[src/rtl/io_input_conditioner.sv]
// Board input conditioning: synchronises the switches, debounces the push button,
// and produces press/release pulses, a sticky pending flag and a switch snapshot.
module io_input_conditioner #(
  parameter int unsigned SW_WIDTH        = 16,
  parameter int unsigned SYNC_STAGES     = 2,
  parameter int unsigned DEBOUNCE_CYCLES = 1000000
) (
  input  logic                clk,
  input  logic                rst,
  input  logic                button_raw,
  input  logic [SW_WIDTH-1:0] switches_raw,
  input  logic                ack,
  output logic [SW_WIDTH-1:0] switches,
  output logic [SW_WIDTH-1:0] snapshot,
  output logic                button_level,
  output logic                button_on,
  output logic                button_off,
  output logic                pending
);

  localparam int unsigned     CNT_W    = $clog2(DEBOUNCE_CYCLES);
  localparam logic [CNT_W-1:0] CNT_LAST = CNT_W'(DEBOUNCE_CYCLES - 1);

  typedef enum logic [1:0] {
    IDLE        = 2'd0,
    PRESS_CNT   = 2'd1,
    PRESSED     = 2'd2,
    RELEASE_CNT = 2'd3
  } state_t;

  logic [SYNC_STAGES-1:0]               btn_sync;
  logic [SYNC_STAGES-1:0][SW_WIDTH-1:0] sw_sync;
  logic                                 btn_s;

  state_t           state_q, state_d;
  logic [CNT_W-1:0] cnt_q, cnt_d;
  logic             level_d, on_d, off_d;

  // Synchroniser chains; the last stage is the live switch output.
  always_ff @(posedge clk or posedge rst) begin
    if (rst) begin
      btn_sync <= '0;
      sw_sync  <= '0;
    end else begin
      btn_sync <= {btn_sync[SYNC_STAGES-2:0], button_raw};
      sw_sync  <= {sw_sync[SYNC_STAGES-2:0], switches_raw};
    end
  end

  assign btn_s    = btn_sync[SYNC_STAGES-1];
  assign switches = sw_sync[SYNC_STAGES-1];

  // Debounce FSM: a level change is accepted after DEBOUNCE_CYCLES agreeing samples.
  always_comb begin
    state_d = state_q;
    cnt_d   = cnt_q;
    level_d = button_level;
    on_d    = 1'b0;
    off_d   = 1'b0;
    case (state_q)
      IDLE: begin
        if (btn_s) begin
          state_d = PRESS_CNT;
          cnt_d   = CNT_W'(1);
        end
      end
      PRESS_CNT: begin
        if (!btn_s) begin
          state_d = IDLE;
          cnt_d   = '0;
        end else if (cnt_q == CNT_LAST) begin
          state_d = PRESSED;
          cnt_d   = '0;
          on_d    = 1'b1;
          level_d = 1'b1;
        end else begin
          cnt_d = cnt_q + CNT_W'(1);
        end
      end
      PRESSED: begin
        if (!btn_s) begin
          state_d = RELEASE_CNT;
          cnt_d   = CNT_W'(1);
        end
      end
      RELEASE_CNT: begin
        if (btn_s) begin
          state_d = PRESSED;
          cnt_d   = '0;
        end else if (cnt_q == CNT_LAST) begin
          state_d = IDLE;
          cnt_d   = '0;
          off_d   = 1'b1;
          level_d = 1'b0;
        end else begin
          cnt_d = cnt_q + CNT_W'(1);
        end
      end
      default: begin
        state_d = IDLE;
        cnt_d   = '0;
      end
    endcase
  end

  // State and registered outputs; a press beats a simultaneous ack on pending.
  always_ff @(posedge clk or posedge rst) begin
    if (rst) begin
      state_q      <= IDLE;
      cnt_q        <= '0;
      button_level <= 1'b0;
      button_on    <= 1'b0;
      button_off   <= 1'b0;
      pending      <= 1'b0;
      snapshot     <= '0;
    end else begin
      state_q      <= state_d;
      cnt_q        <= cnt_d;
      button_level <= level_d;
      button_on    <= on_d;
      button_off   <= off_d;
      if (on_d) begin
        snapshot <= switches;
        pending  <= 1'b1;
      end else if (ack) begin
        pending <= 1'b0;
      end
    end
  end

endmodule

[config.mk]
export PLATFORM = sky130hd
export DESIGN_NAME = io_input_conditioner
export DESIGN_NICKNAME = d
export VERILOG_FILES = /design/src/rtl/io_input_conditioner.sv
export SDC_FILE = /design/constraint.sdc
export NUM_CORES = 1
export LEC_CHECK = 0
export CORE_ASPECT_RATIO = 1.2
export CORE_MARGIN = 3
export CORE_UTILIZATION = 40
export CTS_CLUSTER_DIAMETER = 120
export CTS_CLUSTER_SIZE = 12
export DETAILED_ROUTE_END_ITERATION = 10
export PLACE_DENSITY = 0.63
export RECOVER_POWER = 25
export SKIP_CTS_REPAIR_TIMING = 1
export SLEW_MARGIN = 25
export SYNTH_ARGS = -nofsm -noshare
export SYNTH_HDL_FRONTEND = slang
export SYNTH_SLANG_ARGS = --single-unit
[constraint.sdc]
create_clock -name clk -period 6.9 [get_ports clk]
set_input_delay 1.38 -clock clk [delete_from_list [all_inputs] [get_ports clk]]
set_output_delay 1.38 -clock clk [all_outputs]
set_load 0.01 [all_outputs]
==> impl_metrics.yaml <==
sta:
  fin_crit_ns: 2.776
  fin_crit_sh_pct: 40.23
  hold_viol_final: 0
  setup_tns_ns: 0
  slew_headroom_pct: 12.67
  skew_ns: 0.009280
  rsz0062_at_grt: "false"
  fmax_mhz: 360.2
  slew_viol_final: 0
  setup_ws_ns: 4.124
  setup_violations: 0
  worst_pin_slew_ns: 1.310
layout:
  nNetsFinal: 307
  synthToLayoutAreaGrowth_pct: 23.98
  diodes: 0
  final_common_cell: "dfrtp_1"
  drive_gt1_share_pct: 15.81
  mostFrequentLayoutCells: "dfrtp_1 (76), clkdlybuf4s50_1 (37), dlygate4sd3_1 (18), nand2_1 (14)"
synth:
  async_flop_share_pct: 100.0
  ys_seq_elements: 76
  syn-num-nets: 263
  avgSynthCellArea_um2: 12.68
  ys.flop_type: "dfrtp_1"
  yosysSeqAreaShare_pct: 61.99
  synth.distinct_cells: 47
  syn_area_um2: 3068
  synth_edf_count: 0
  synth_cells: 242
  ys_warn_count: 0
power:
  leakage_nw: 1.635
  p_per_area_nw_per_um2: 264.9
  vdd_drop_max_mv: 0.1437
worst_setup_path:
  required_ns: 7.42
  max_stage_delay_ns: 0.95
  start_kind: "primary input"
  path_class: "primary input to async pin"
  cp_slowest_cell: "clkbuf_1"
  arrival_ns: 3.29
  end_kind: "async pin"
  reg2reg_depth: 6
  path_buf_inv: 4
  path_cells: "dlygate4sd3_1 -> clkinv_1 -> clkbuf_1 -> buf_16"
  path_max_fanout: 54
  path_delay_family: "buffers and inverters"
  crit_cells: 4
drt:
  drtIter0Drc: 52
  drt-pass1-iter-count: 4
  drc_errors: 0
  route.vias.total: 1927
  wirelength_mm: 5.504
  ant_nets: 0
  wl_per_cell_um: 14.45
  via_per_inst: 5.058
clock_tree:
  cts_root_buf: "clkbuf_8"
  htreeDepth: 3
  clkTransAtPathRegs_ns: 0.08
  cts_tree: "yes"
  clock-sinks: 76
  clk_path_buf_depth: 2
  worstSkewPairLatency_ns: 0.34
  cts_buffers: 9
min_path:
  hold_depth: 0
  min_path_type: "flip-flop to flip-flop"
placed_design:
  pre_cts_slack_ns: 4.229
  gp_congestion: 0.7854
  port_buffers: 55
  dp_hpwl_mm: 3.732
floorplanning:
  core_um2: 7360
  die_height_um: 101.9
  io_pins: 56
  start_util_pct: 41.69
  die_area_um2: 8761
  rows: 34
  die_w_um: 85.95
global_routing:
  overflow: 0
  grt_max_degree: 77
  grt_pass1_wl_mm: 8.866
  grt_pass1_vias: 1864
  antenna_found_initial: 0
  track_usage_pct: 13.33
run:
  cap_violations: 0
run_status:
  status: "complete, no violations"
-- cell usage after synthesis (all sizes together) (3+ instances only) --
library cell  number  area [µm²]
nor4               3       33.78
clkbuf             5       18.77
nor2               6       22.52
or3                8       52.55
o21ai             13       65.06
nor3               3       15.01
nand3              7       40.04
buf               20       156.4
nand4              8       56.30
nand2             14       52.55
inv               11       41.29
a21o               5       37.54
and4               3       26.28
dfrtp             76        1902
a21oi             13       65.06
mux2              17       225.2
-- flip-flops by register name, indices dropped and copies added (netlist names), named ones only --
register	cells
btn_sync	2
button_level	1
button_off	1
button_on	1
cnt_q	20
pending	1
snapshot	16
state_q	1
sw_sync	16
switches	16
-- power breakdown --
part	internal, mW	switching (mW)
sequential	0.467	0.0218
combinational	0.0698	0.103
clock	0.180	0.165
total	0.717	0.290
-- routing by layer --
layer	GRT usage [%]	vias to the layer above	part of all wire [%]
met5	0	-	0
met4	6.456	0	1.9
li1	-	924	-
met3	4.677	9	6.5
met1	16.54	940	42
met2	20.77	54	49
-- cells by family (layout without fill, tap and decap cells) --
kind of cell | after synthesis | count (layout) | synth area share [%]
AO/OA/AOI/OAI | 42 | 42 | 8.728
XOR/XNOR | 3 | 3 | 0.8566
adder cells (fa/ha/maj) | 1 | 1 | 0.4078
buffers and inverters | 36 | 85 | 7.056
flip-flops | 76 | 76 | 61.99
multiplexers | 19 | 19 | 7.994
AND/OR/NAND/NOR | 65 | 65 | 12.97
-- layout make-up --
type | count | area (µm²)
Multi-Input combinational cell | 130 | 949.7
Clock buffer | 10 | 137.6
Clock inverter | 6 | 71.32
Timing Repair Buffer | 58 | 589.3
Tap cell | 90 | 112.6
Inverter | 11 | 41.29
Sequential cell | 76 | 1902
Fill cell | 631 | 3556
-- final timing paths --
| kind | start | slack [ns] | end |
|---|---|---|---|
| max | rst | 4.12 | sw_sync[4] |
| min | sw_sync[11] | 0.34 | switches[11] |
| max reg2reg | cnt_q[0] | 4.56 | flip-flop |
| min reg2reg | sw_sync[11] | 0.34 | switches[11] |
| max in group clk | button_level | 4.22 | button_level |
| min in group asynchronous | rst | 1.90 | snapshot[10] |
-- per-stage QoR --
step | instance area [µm²] | hold WS (ns) | util, % | std cells | power, mW
detailed placement | 3573 | 0.3347 | 48.55 | 364 | 0.6753
CTS | 3782 | 0.3442 | 51.39 | 380 | 1.025
floorplan | 3068 | 0.3312 | - | 242 | 0.6247
global route | 3804 | 0.3571 | 51.68 | 381 | 1.060
global placement | 3571 | 0.3316 | 48.52 | 364 | 0.6700
finish | 3804 | 0.3400 | 51.68 | 381 | 1.007
No activity file was read; power rests on OpenSTA's default activity.
